$ cat src/rtl/fifo_uart_drain_pkg.sv
// rtl/fifo_uart_drain_pkg.sv - UART framing constants, divisor helper and FSM state types
package fifo_uart_drain_pkg;

    localparam logic START_BIT = 1'b0;
    localparam logic STOP_BIT  = 1'b1;
    localparam int   DATA_BITS = 8;

    typedef enum logic [1:0] {
        DR_IDLE,
        DR_REQ,
        DR_WAIT_MEM,
        DR_SEND
    } drain_state_t;

    typedef enum logic [1:0] {
        TX_IDLE,
        TX_START,
        TX_DATA,
        TX_STOP
    } tx_state_t;

    // sysclk cycles per UART bit, truncated; callers need a result of at least 2
    function automatic int calc_divisor(input int clk_freq, input int baudrate);
        return clk_freq / baudrate;
    endfunction

endpackage

$ cat src/rtl/fifo_uart_drain_uart_tx.sv
// rtl/fifo_uart_drain_uart_tx.sv - 8N1 UART transmitter with start/busy/done handshake
module fifo_uart_drain_uart_tx
    import fifo_uart_drain_pkg::*;
#(
    parameter int DIVISOR = 2
) (
    input  logic                 clk,
    input  logic                 rst_n,
    input  logic                 start,
    input  logic [DATA_BITS-1:0] data,
    output logic                 busy,
    output logic                 done,
    output logic                 tx
);

    localparam int                 CNT_W    = $clog2(DIVISOR);
    localparam int                 IDX_W    = $clog2(DATA_BITS);
    localparam logic [CNT_W-1:0]   CNT_LAST = CNT_W'(DIVISOR - 1);
    localparam logic [IDX_W-1:0]   IDX_LAST = IDX_W'(DATA_BITS - 1);

    tx_state_t              state, state_nx;
    logic [CNT_W-1:0]       baud_cnt, cnt_nx;
    logic [IDX_W-1:0]       bit_idx, idx_nx;
    logic [DATA_BITS-1:0]   shift, shift_nx;
    logic                   tx_nx;
    logic                   bit_end;

    assign bit_end = (baud_cnt == CNT_LAST);
    assign busy    = (state != TX_IDLE);

    always_ff @(posedge clk or negedge rst_n) begin
        if (!rst_n) begin
            state    <= TX_IDLE;
            baud_cnt <= '0;
            bit_idx  <= '0;
            shift    <= '0;
            tx       <= STOP_BIT;
        end else begin
            state    <= state_nx;
            baud_cnt <= cnt_nx;
            bit_idx  <= idx_nx;
            shift    <= shift_nx;
            tx       <= tx_nx;
        end
    end

    // tx_nx is the pin level for the state being entered, so the pin is a plain flop
    always_comb begin
        state_nx = state;
        cnt_nx   = baud_cnt + 1'b1;
        idx_nx   = bit_idx;
        shift_nx = shift;
        tx_nx    = tx;
        done     = 1'b0;
        case (state)
            TX_IDLE: begin
                cnt_nx = '0;
                tx_nx  = STOP_BIT;
                if (start) begin
                    state_nx = TX_START;
                    shift_nx = data;
                    tx_nx    = START_BIT;
                end
            end
            TX_START: begin
                if (bit_end) begin
                    state_nx = TX_DATA;
                    cnt_nx   = '0;
                    idx_nx   = '0;
                    tx_nx    = shift[0];
                end
            end
            TX_DATA: begin
                if (bit_end) begin
                    cnt_nx   = '0;
                    shift_nx = shift >> 1;
                    if (bit_idx == IDX_LAST) begin
                        state_nx = TX_STOP;
                        tx_nx    = STOP_BIT;
                    end else begin
                        idx_nx = bit_idx + 1'b1;
                        tx_nx  = shift[1];
                    end
                end
            end
            TX_STOP: begin
                if (bit_end) begin
                    state_nx = TX_IDLE;
                    cnt_nx   = '0;
                    done     = 1'b1;
                end
            end
            default: state_nx = TX_IDLE;
        endcase
    end

endmodule

$ cat src/rtl/fifo_uart_drain.sv
// rtl/fifo_uart_drain.sv - pulls bytes from the external-memory FIFO and sends them as UART frames
module fifo_uart_drain
    import fifo_uart_drain_pkg::*;
#(
    parameter int CLK_FREQ = 60_000_000,
    parameter int BAUDRATE = 115_200,
    parameter int BITS     = 8
) (
    input  logic            clk,
    input  logic            rst_n,
    input  logic            enable,
    input  logic            fifo_empty,
    output logic            fifo_rd_en,
    input  logic [BITS-1:0] fifo_rd_data,
    input  logic            fifo_completed,
    output logic            tx,
    output logic            busy,
    output logic [15:0]     sent_count
);

    localparam int DIVISOR = calc_divisor(CLK_FREQ, BAUDRATE);

    drain_state_t state, state_nx;
    logic         mem_done;
    logic         tx_busy;
    logic         tx_done;

    // completions outside WAIT_MEM never reach the transmitter
    assign mem_done   = (state == DR_WAIT_MEM) && fifo_completed;
    assign fifo_rd_en = (state == DR_REQ);
    assign busy       = (state != DR_IDLE) || tx_busy;

    always_ff @(posedge clk or negedge rst_n) begin
        if (!rst_n) begin
            state      <= DR_IDLE;
            sent_count <= '0;
        end else begin
            state <= state_nx;
            if (state == DR_SEND && tx_done) begin
                sent_count <= sent_count + 16'd1;
            end
        end
    end

    always_comb begin
        state_nx = state;
        case (state)
            DR_IDLE:     if (enable && !fifo_empty) state_nx = DR_REQ;
            DR_REQ:      state_nx = DR_WAIT_MEM;
            DR_WAIT_MEM: if (fifo_completed) state_nx = DR_SEND;
            DR_SEND:     if (tx_done) state_nx = DR_IDLE;
            default:     state_nx = DR_IDLE;
        endcase
    end

    fifo_uart_drain_uart_tx #(
        .DIVISOR (DIVISOR)
    ) u_uart_tx (
        .clk   (clk),
        .rst_n (rst_n),
        .start (mem_done),
        .data  (fifo_rd_data),
        .busy  (tx_busy),
        .done  (tx_done),
        .tx    (tx)
    );

endmodule
$ cat config.mk
export PLATFORM = sky130hd
export DESIGN_NAME = fifo_uart_drain
export DESIGN_NICKNAME = d
export VERILOG_FILES = /design/src/rtl/fifo_uart_drain_pkg.sv /design/src/rtl/fifo_uart_drain_uart_tx.sv /design/src/rtl/fifo_uart_drain.sv
export SDC_FILE = /design/constraint.sdc
export NUM_CORES = 1
export LEC_CHECK = 0
export ABC_CLOCK_PERIOD_IN_PS = 2200
export BUFFER_PORTS_ARGS = -buffer_cell sky130_fd_sc_hd__buf_4
export CORE_UTILIZATION = 45
export CTS_CLUSTER_SIZE = 20
export DETAILED_ROUTE_END_ITERATION = 7
export GPL_ROUTABILITY_DRIVEN = 1
export PLACE_DENSITY = 0.72
export SKIP_LAST_GASP = 1
export SYNTH_ARGS = -nofsm -noshare
export SYNTH_HDL_FRONTEND = slang
export SYNTH_SLANG_ARGS = --single-unit
$ cat constraint.sdc
create_clock -name clk -period 2.2 [get_ports clk]
set_input_delay 0.11 -clock clk [delete_from_list [all_inputs] [get_ports clk]]
set_output_delay 0.11 -clock clk [all_outputs]
set_load 0.03 [all_outputs]
; ---- Yosys cells after proc, flatten, opt, wreduce, memory -nomap -nowiden
; Index checks and enable logic that the tools add are counted.
; Widths: inputs -> output; s select.
[totals]
inputBits = 13
register_bits = 42
output_inout_bits = 19
elab_cells = 71
[classes]
addsub = 3
reduce_logical = 18
eq_ne = 17
muxes = 26
[ops]
columns = op, n
row1 = $pmux 10 s2, 1
row2 = $add 16x1->16 const B, 1
row3 = $mux 2, 8
row4 = $mux 8, 2
row5 = $pmux 2 s4, 2
row6 = $pmux 8 s2, 1
row7 = $add 10x1->10 const B, 1
row8 = $eq 10x10->1 const B, 1
row9 = $mux 10, 1
row10 = $ne 2x2->1 const B, 5
row11 = $mux 3, 3
row12 = $reduce_and 3->1, 3
row13 = $eq 2x2->1 const B, 4
row14 = $ne 2x1->1 const B, 4
row15 = $reduce_bool 2->1, 4
row16 = $mux 1, 6
row17 = $pmux 3 s2, 1
row18 = $reduce_and 5->1, 1
row19 = $eq 2x1->1 const B, 2
row20 = $logic_not 2->1, 2
row21 = $reduce_and 4->1, 1
row22 = $add 3x1->3 const B, 1
row23 = $eq 3x3->1 const B, 1
row24 = $logic_and 1x1->1, 3
row25 = 5 further kinds, 5

; ---- Logic depth before layout (Yosys ltp)
; Gate-level depths: netlist of run 1.
[depth]
ltp_word = 5
ltp_mapped = 7
ltp_nobuf = 6

; ---- Hierarchy
; Synthesis of run 1 repeated with hierarchy kept, for this count alone.
[hier_totals]
hier_cells = 195
hier_area_um2 = 2194.6
[by_module_without_submodules]
columns = module, cells_each, seq_area_each_um2, n_inst, area_per_inst_um2
row1 = fifo_uart_drain_uart_tx, 119, 601.8, 1, 1316.3
row2 = fifo_uart_drain, 76, 450.4, 1, 878.3

; ---- Least setup slack after synthesis of run 1
; No wires, ideal clock.
[synth_timing]
kind = flip-flop to flip-flop
start = reg u_uart_tx.state[0]
end = reg u_uart_tx.shift[4]
required_time_ps = 2075
n_path_buf = 2
path_slack_ps = 245
path_stages_with_launch = 7
setup_ps = 125
t_arrival_ps = 1831
period_less_slack_ps = 1955
cell_sequence = dfrtp_1 > inv_1 > ha_1 > clkbuf_1 > buf_1 > mux2_2 > mux2_2
[synth_via]
elab_chain_cells = 3
elab_cells_between_ends = 7
cone_classes = eq/ne: 3 / mux: 1 / reduce/logical: 3
[synth_lines]
columns = element, line
row1 = "start, declared", fifo_uart_drain_uart_tx.sv:21  ; tx_state_t state, state_nx;
row2 = "start signal, assigned", fifo_uart_drain_uart_tx.sv:39  ; state <= state_nx;
row3 = $eq 2x2->1 or $logic_not 2->1 (tied branches), fifo_uart_drain_uart_tx.sv:55  ; case (state)
row4 = $ne 2x1->1 (no source line) (tied with other cells), --
row5 = $reduce_and 3->1 (no source line), --
row6 = "end signal, assigned", fifo_uart_drain_uart_tx.sv:42  ; shift <= shift_nx;
row7 = "end, declared", fifo_uart_drain_uart_tx.sv:24  ; logic [DATA_BITS-1:0] shift, shift_nx;
; Several ways; a longest one is shown, not always the timed one.
; A chain may end at the register's enable or synchronous reset.

; ---- Worst setup path in the final report of run 1
[layout_timing]
start = reg u_uart_tx.baud_cnt[0]
end = reg u_uart_tx.shift[1]
[layout_via]
elab_chain_cells = 3
[layout_lines]
columns = element, line
row1 = "start, declared", fifo_uart_drain_uart_tx.sv:22  ; logic [CNT_W-1:0] baud_cnt, cnt_nx;
row2 = "start signal, assigned", fifo_uart_drain_uart_tx.sv:40  ; baud_cnt <= cnt_nx;
row3 = $eq 10x10->1, fifo_uart_drain_uart_tx.sv:28  ; assign bit_end = (baud_cnt == CNT_LAST);
row4 = $ne 2x1->1 (no source line), --
row5 = $reduce_and 3->1 (no source line), --
; No other way between the ends.

==> flow_summary.ini, run 1 <==
[floorplan]
pin_count = 32
start_util_pct = 47.43
core_um2 = 4817
die_h_um = 73.26
core.rowCount = 25
die_area_um2 = 5366
dieWidth_um = 73.26

[setup_path]
cp.buffers_inverters = 0
path_class = register to register
cp-end-kind = register
critPathMaxFanout = 8
crit_cells = 5
cp_slowest_cell = dfrtp_1
r2r_end = u_uart_tx.shift[1]
arrival_ps = 2130
crit_family = simple AND/OR/NAND/NOR gates
cp-startpoint = u_uart_tx.baud_cnt[0]
endpoint = u_uart_tx.shift[1]
timing.rr.start = u_uart_tx.baud_cnt[0]
max_stage_delay_ps = 390
critPathLaunchType = register
regToRegSetupSlack_ps = 250
worstPathRequired_ps = 2380
rr_worst_depth = 5
path_cells = ha_1 > and4bb_1 > nand4_1 > a21oi_4 > mux2_2

[synthesis]
ys_ff_latch = 42
ys.flop_type = dfrtp_1
syn_area_um2 = 2285
synth.area.top_cells = dfrtp_1, mux2_2, ha_1
synth_warnings = 0
synth_area_per_cell_um2 = 11.60
synth_top_area_share_pct = 44.91
synth.yosys.seq_area_share_pct = 46.06
async_reset_ff_share_pct = 100.0
syn-num-nets = 224
synth_cells = 197
synth_edf_count = 0
synth_cell_types = 38
yosysTopAreaCell = dfrtp_1

[layout]
fillers = 438
antenna_cells = 0
drive_gt1_share_pct = 29.36
layout.nets = 261
syn2layout_area_growth_pct = 18.40
fin_cells = 302

[drt]
drt_iter0_drc = 57
drt-total-wl_mm = 4.160
viasPerCell = 5.225
dr.pass1.iters = 4
ant_nets = 0
vias = 1578
drc_errors = 0
wl_per_cell_um = 13.77

[timing]
slew_viol_final = 0
finalCritPeriodShare_pct = 88.86
finalSetupViolCount = 0
grt_setup_unrepaired = no
totalNegativeSetupSlack_ps = 0
finalWorstSetupSlack_ps = 245.1
clock.fmax_ghz = 0.5115
maxSlewHeadroom_pct = 65.77
hold_viol_final = 0
worst_pin_slew_ps = 513.4
finalClockSkew_ps = 3.931
min_period_ps = 1955

[pwr]
powerDensity_nw_per_um2 = 578.9
p_leak_nw = 1.242
ir_drop_uv = 450.3
finalPower_w = 0.001566

[clocking]
cts_buffers = 5
cts_tree = yes
cts.clk_slew.worst_paths_ps = 80
htree_levels = 2
insertion_delay_ps = 290
cts_sinks = 42
clk_path_buf_depth = 2
cts_root_buffer = clkbuf_8

[global_route]
grt_pass1_vias = 1532
grt_overflow = 0
grt.total_usage_pct = 17.03
grt_max_degree = 43
grt_pass1_wl_mm = 6.906
antenna_found_initial = 0

[placement]
place_ws_ps = 242.3
dp_hpwl_mm = 3.105
dp.cells = 293
port_buffers = 31
place_congestion = 0.7599

[hold_path]
hold_depth = 3
holdCritPathClass = input port to register

[job]
maxCapViolations = 0

[outcome]
outcome = finished, final reports clean
-- Yosys cell counts (2+ instances only) --
library cell  number
o311ai_0           3
clkbuf_1           3
nand2b_1           4
dfrtp_1           41
and2_1             3
inv_1              7
nor4_4             2
o21ai_0            4
and4_1             3
nor3_1             6
nand3_1           12
nor2_1             7
nor2b_1            2
and3_1             5
xnor2_1           16
or3_1              2
xor2_1             7
mux2_2            19
ha_1              14
nand4_1           11
nand2_1            9
-- logic make-up (layout without fill, tap and decap cells) --
kind of cell,Yosys count,after routing,synth area share [%]
AND/OR/NAND/NOR,71,71,20.37
flip-flops,42,42,46.06
XOR/XNOR,23,23,8.817
multiplexers,20,20,9.803
adder cells (fa/ha/maj),14,14,7.667
AO/OA/AOI/OAI,14,14,4.765
buffers and inverters,13,51,2.519
-- state kept, by name, summed over array words and instances, names as in the netlist --
signal,count
u_uart_tx.tx,1
u_uart_tx.state,2
state,2
u_uart_tx.shift,8
u_uart_tx.bit_idx,3
sent_count,16
u_uart_tx.baud_cnt,10
-- worst register-to-register path, delay by kind of cell (launching register included) --
family	cells	cell delay, ps
AOI/OAI and AO/OA	1	340
adders and majority gates	1	280
DFF	1	390
muxes	1	380
and+or+nand+nor	2	450
-- power by group --
group	internal, W	switching (W)	total (W)
clock network	0.000252	0.000267	0.000520
registers	0.000800	0.0000229	0.000823
logic	0.000111	0.000112	0.000223
total	0.00116	0.000403	0.00157
-- per-stage QoR --
step | hold WS, ps | cell area (um^2) | utilization, %
after floorplan | -185.6 | 2285 | -
after global placement | 131.0 | 2600 | 53.97
after detailed placement | 131.6 | 2600 | 53.97
after CTS | 166.4 | 2705 | 56.16
after global routing | 170.1 | 2705 | 56.16
final | 174.2 | 2705 | 56.16
-- how the worst min path moves through the flow --
stage                               to            start  slack, ps
global placement         sent_count[4]            rst_n        130
CTS                 u_uart_tx.shift[4]  fifo_rd_data[4]        170
finish              u_uart_tx.shift[7]  fifo_rd_data[7]        170
floorplan                sent_count[0]            rst_n       -190
global route        u_uart_tx.shift[7]  fifo_rd_data[7]        170
detailed placement       sent_count[3]            rst_n        130
-- placed cells by master (no fill, tap or decap), types with 5 or more instances in the layout --
master / n
and3_1: 5
buf_4: 35
clkbuf_8: 6
dfrtp_1: 41
ha_1: 14
inv_1: 7
mux2_2: 19
nand2_1: 9
nand3_1: 12
nand4_1: 11
nor2_1: 7
nor3_1: 6
xnor2_1: 16
xor2_1: 7
-- what timing repair did --
| item | in CTS | in global routing |
|---|---|---|
| resized for setup | 0 | 0 |
| buffers inserted | 0 | 0 |
| hold buffers | 1 | 0 |
| hold endpoints to repair | 41 | 0 |
-- routing by layer --
metal | up-vias | track usage (%) | part of all wire (%)
li1 | 776 | - | -
met1 | 765 | 20.86 | 45
met2 | 33 | 28.91 | 50
met3 | 4 | 4.115 | 3.8
met4 | 0 | 6.536 | 1.3
met5 | - | 0 | 0
-- cell type report --
cell class,instances,area [um^2],share of cell area [%]
tap,67,83.83,3.099
sequential,42,1052,38.90
multi-input combinational,142,1175,43.43
timing repair buffer,36,272.8,10.08
clock inverter,2,12.51,0.4625
clock buffer,6,82.58,3.053
inverter,7,26.28,0.9713
Power figures use the tool's default switching activity.
==> run 2: changes to the inputs <==
RECOVER_POWER = 25   (was default)
==> run 2 against run 1 <==
  * Die area unchanged
  * Utilization decreased by 0.052 points
  * Setup slack improved by 0.86 ps
  * Combinational power about the same
  * Sequential power about the same
  * Clock skew about the same
  * Maximum frequency about the same
  * Routed wire length decreased by 0.12%
  * Design area about the same
==> flow_summary.ini, run 2 (synthesis gave the netlist of run 1 again) <==
[pwr]
ir_drop_uv = 450.7
switching_share_pct = 25.71
pwr-share-clk_pct = 33.2
combPwrFrac_pct = 14.2
powerDensity_nw_per_um2 = 579.1
power_frac_seq_pct = 52.6
p_leak_nw = 1.242
power_switching_w = 0.0004023
internal_power_w = 0.001163

[layout]
layout.nets = 261
drive_gt1_share_pct = 29.36
final_common_cell = dfrtp_1
syn2layout_area_growth_pct = 18.29
final_cell_mix = dfrtp_1, buf_4, mux2_2
reg_top3 = sent_count (16), u_uart_tx.baud_cnt (10), u_uart_tx.shift (8)
largest_reg_flops = 16
largest-register = sent_count
antenna_cells = 0

[global_route]
grt_pass1_vias = 1532
met2_usage_pct = 28.91
antenna_found_initial = 0
grt_pass1_wl_mm = 6.906
grt.total_usage_pct = 17.03
use_met3_pct = 4.115
grt_overflow = 0
grt_max_degree = 43
grt_use_met1_pct = 20.86
top_usage_layer = met2

[floorplan]
die_area_um2 = 5366
start_util_pct = 47.43
dieWidth_um = 73.26
die_h_um = 73.26
pin_count = 32
core.rowCount = 25
core_um2 = 4817

[clocking]
postCtsSetupRepairBufs = 0
post_cts_resized = 0
cts_root_buffer = clkbuf_8
insertion_delay_ps = 290
clk_path_buf_depth = 2
htree_levels = 2
cts_buffers = 5
cts_hold_buf = 1
cts_tree = yes
cts_sinks = 42
cts.clk_slew.worst_paths_ps = 80

[drt]
dr.pass1.iters = 4
vias = 1577
drt_iter0_drc = 57
drt-total-wl_mm = 4.155
drc_errors = 0
ant_nets = 0
viasPerCell = 5.222
wl_per_cell_um = 13.76

[timing]
finalSetupViolCount = 0
fin_hold_ws_ps = 174.5
grt_setup_unrepaired = no
maxSlewHeadroom_pct = 33.12
worst_pin_slew_ps = 1003
clock.fmax_ghz = 0.5118
hold_viol_final = 0
finalClockSkew_ps = 4.164
totalNegativeSetupSlack_ps = 0
min_period_ps = 1954
slew_viol_final = 0
finalCritPeriodShare_pct = 88.82

[placement]
port_buffers = 31
place_congestion = 0.7599
dp_hpwl_mm = 3.105

[hold_path]
holdCritPathClass = input port to register

[setup_path]
critPathMaxFanout = 8
rr_worst_depth = 5
endpoint = u_uart_tx.shift[1]
arrival_ps = 2130
regToRegSetupSlack_ps = 250
r2r_end = u_uart_tx.shift[1]
path_class = register to register
critPathLaunchType = register
cp-startpoint = u_uart_tx.baud_cnt[0]
timing.rr.start = u_uart_tx.baud_cnt[0]
worstPathRequired_ps = 2380
cp-end-kind = register

[job]
maxCapViolations = 0

[outcome]
outcome = finished, final reports clean
==> run 2: cell types whose count changed in the layout (fill, tap and decap cells not counted) <==
cell / delta
clkbuf_2: +1
buf_4: -1
==> run 2: layer usage <==
layer	vias to the layer above	wire (um)
met1	766	1878
li1	776	-
met2	33	2081
met5	-	0
met3	2	160
met4	0	35
==> run 2: area by class of cell <==
class / count / area [um^2]
Inverter: 7 / 26.28
Multi-Input combinational cell: 142 / 1175
Fill cell: 439 / 2115
Sequential cell: 42 / 1052
Tap cell: 67 / 83.83
Clock inverter: 2 / 12.51
Clock buffer: 6 / 82.58
Timing Repair Buffer: 36 / 270.3
==> run 2: worst min-delay path by stage <==
stage	cells past startpoint	startpoint	to	slack [ps]
floorplan	0	rst_n	sent_count[0]	-190
global placement	1	rst_n	sent_count[4]	130
detailed placement	1	rst_n	sent_count[3]	130
CTS	3	fifo_rd_data[4]	u_uart_tx.shift[4]	170
global route	3	fifo_rd_data[7]	u_uart_tx.shift[7]	170
finish	3	fifo_rd_data[7]	u_uart_tx.shift[7]	170
==> run 2: power groups by stage <==
stage,Clock (W),Combinational (W),Sequential [W]
2_1_floorplan,0,0.000155,0.000834
5_1_grt,0.000567,0.000254,0.000827
4_1_cts,0.000545,0.000230,0.000824
6_report,0.000519,0.000223,0.000823
3_5_place_dp,0,0.000228,0.000839
3_3_place_gp,0,0.000221,0.000839
==> run 2: through the flow <==
step	total power, W	std cells	util, %	worst slack (ps)	cell area, um^2
floorplan	0.0009891	197	-	244.7	2285
global placement	0.001059	293	53.97	292.2	2600
global route	0.001648	302	56.10	94.21	2703
detailed placement	0.001067	293	53.97	242.3	2600
CTS	0.001599	302	56.16	231.3	2705
finish	0.001565	302	56.10	246.0	2703
==> run 2: critical path, cell delays in order (launching register included) <==
cell,delay (ps)
dfrtp_1,390
ha_1,280
and4bb_1,290
nand4_1,160
a21oi_4,340
mux2_2,380
==> run 3: changes to the inputs <==
CORE_UTILIZATION = 25   (was 45)
HOLD_SLACK_MARGIN = 0.15   (was default)
PLACE_DENSITY = default   (was 0.72)
PLACE_DENSITY_LB_ADDON = 0.15   (was default)
==> run 3 against run 2 <==
  * Utilization shrank 25 points
  * Hold slack gained 3.2 ps
  * Non-clock buffer count grew 2
  * Clock skew grew 3.8 ps
  * Critical path depth is the same
  * Cell count grew 14%
  * Via count shrank 1.1%
  * Sequential share of layout area shrank 0.88 points
  * Sequential cell count is the same
  * Sequential power is essentially flat
  * Global-route usage shrank 6.9 points
  * Power grew 0.34%
==> flow_summary.ini, run 3 (synthesis gave the netlist of run 1 again) <==
[clocking]
insertion_delay_ps = 290
postCtsSetupRepairBufs = 0
htree_levels = 2
cts_buffers = 5
cts.clk_slew.worst_paths_ps = 80
cts_hold_buf = 1
clk_path_buf_depth = 2
post_cts_resized = 0
cts_tree = yes
cts_root_buffer = clkbuf_8
cts_sinks = 42

[floorplan]
core.rowCount = 34
start_util_pct = 26.07
dieWidth_um = 97.60
die_h_um = 97.60
core_um2 = 8763
die_area_um2 = 9525
pin_count = 32

[timing]
worst_pin_slew_ps = 1089
finalSetupViolCount = 0
totalNegativeSetupSlack_ps = 0
clock.fmax_ghz = 0.5143
maxSlewHeadroom_pct = 27.42
finalCritPeriodShare_pct = 88.39
grt_setup_unrepaired = no
min_period_ps = 1944
slew_viol_final = 0
hold_viol_final = 0
finalClockSkew_ps = 7.983

[layout]
largest_reg_flops = 16
fillers = 913
layout.nets = 263
final-seq-area_um2 = 1052
utilization_pct = 31.55
largest-register = sent_count
final_common_cell = dfrtp_1
finalInstanceArea_um2 = 2765
drive_gt1_share_pct = 29.54
final_cell_mix = dfrtp_1, buf_4, mux2_2
syn2layout_area_growth_pct = 21.03
reg_top3 = sent_count (16), u_uart_tx.baud_cnt (10), u_uart_tx.shift (8)
multiInputGateArea_um2 = 1175
antenna_cells = 0

[global_route]
antenna_found_initial = 0
grt_pass1_vias = 1613
grt_pass1_wl_mm = 7.748
grt_max_degree = 43
grt.total_usage_pct = 10.17
grt_overflow = 0

[drt]
ant_nets = 0
drt_iter0_drc = 43
wl_per_cell_um = 12.94
drc_errors = 0
dr.pass1.iters = 4
drt-total-wl_mm = 4.463
viasPerCell = 4.522
vias = 1560

[setup_path]
path_cells = ha_1 > and4bb_1 > nand4_1 > a21oi_4 > mux2_2
rr_worst_depth = 5
crit_family = simple AND/OR/NAND/NOR gates
worstPathRequired_ps = 2380
cp-startpoint = u_uart_tx.baud_cnt[0]
path_class = register to register
max_stage_delay_ps = 380
crit_cells = 5
endpoint = u_uart_tx.shift[6]
cp.buffers_inverters = 0
cp-end-kind = register
critPathMaxFanout = 8
r2r_end = u_uart_tx.shift[6]
critPathLaunchType = register
arrival_ps = 2120
regToRegSetupSlack_ps = 260
cp_slowest_cell = dfrtp_1
timing.rr.start = u_uart_tx.baud_cnt[0]

[job]
maxCapViolations = 0

[placement]
place_congestion = 0.7058
dp_hpwl_mm = 3.211
port_buffers = 31
dpl-instance-area_um2 = 2666

[pwr]
p_leak_nw = 1.254
powerDensity_nw_per_um2 = 567.9
ir_drop_uv = 254.7

[hold_path]
holdCritPathClass = input port to register

[outcome]
outcome = finished, final reports clean
[run 3: cell count changes in the layout (fill, tap and decap cells not counted)]
cell,delta
clkbuf_1,+1
clkinvlp_4,-1
buf_4,+2
[run 3: report_power, final]
group | internal [W] | switching [W] | leakage, nW | total (W)
Clock | 0.000254 | 0.000264 | 0.0482 | 0.000517
Combinational | 0.000111 | 0.000118 | 0.664 | 0.000228
Sequential | 0.000800 | 0.0000248 | 0.541 | 0.000825
Total | 0.00116 | 0.000406 | 1.25 | 0.00157
[run 3: through the flow]
stage | std cells | hold slack (ps) | setup slack, ps | total power [W]
floorplan | 197 | -185.6 | 244.7 | 0.0009891
global placement | 336 | 161.8 | 258.1 | 0.001074
detailed placement | 336 | 161.8 | 236.7 | 0.001074
CTS | 345 | 164.8 | 230.7 | 0.001612
global route | 345 | 163.9 | 98.41 | 0.001660
finish | 345 | 177.7 | 255.5 | 0.001570
[run 3: tightest hold or removal path: stages]
cell,delay (ps)
buf_4,70
mux2_2,120
mux2_2,130
[run 3: metal layers]
| layer | part of all wire (%) | global-route usage [%] | wire length (um) | vias up |
|---|---|---|---|---|
| li1 | - | - | - | 781 |
| met3 | 3.2 | 2.806 | 144 | 2 |
| met5 | 0 | 0 | 0 | - |
| met2 | 45 | 15.81 | 1993 | 29 |
| met1 | 51 | 13.71 | 2296 | 748 |
| met4 | 0.65 | 3.054 | 29 | 0 |
[run 3: how the worst min path moves through the flow]
stage	cells past startpoint	start	slack, ps	to
after floorplan	0	rst_n	-190	sent_count[0]
after global placement	1	rst_n	160	sent_count[0]
after detailed placement	1	rst_n	160	sent_count[0]
after CTS	3	fifo_rd_data[2]	160	u_uart_tx.shift[2]
after global routing	3	fifo_rd_data[2]	160	u_uart_tx.shift[2]
final	3	fifo_rd_data[4]	180	u_uart_tx.shift[4]
[run 3: area by class of cell]
class                           instances  share of cell area (%)
Clock inverter                          1                  0.1810
Sequential cell                        42                   38.05
Clock buffer                            7                   3.122
Timing Repair Buffer                   38                   10.32
Tap cell                              108                   4.887
Inverter                                7                  0.9502
Multi-Input combinational cell        142                   42.49
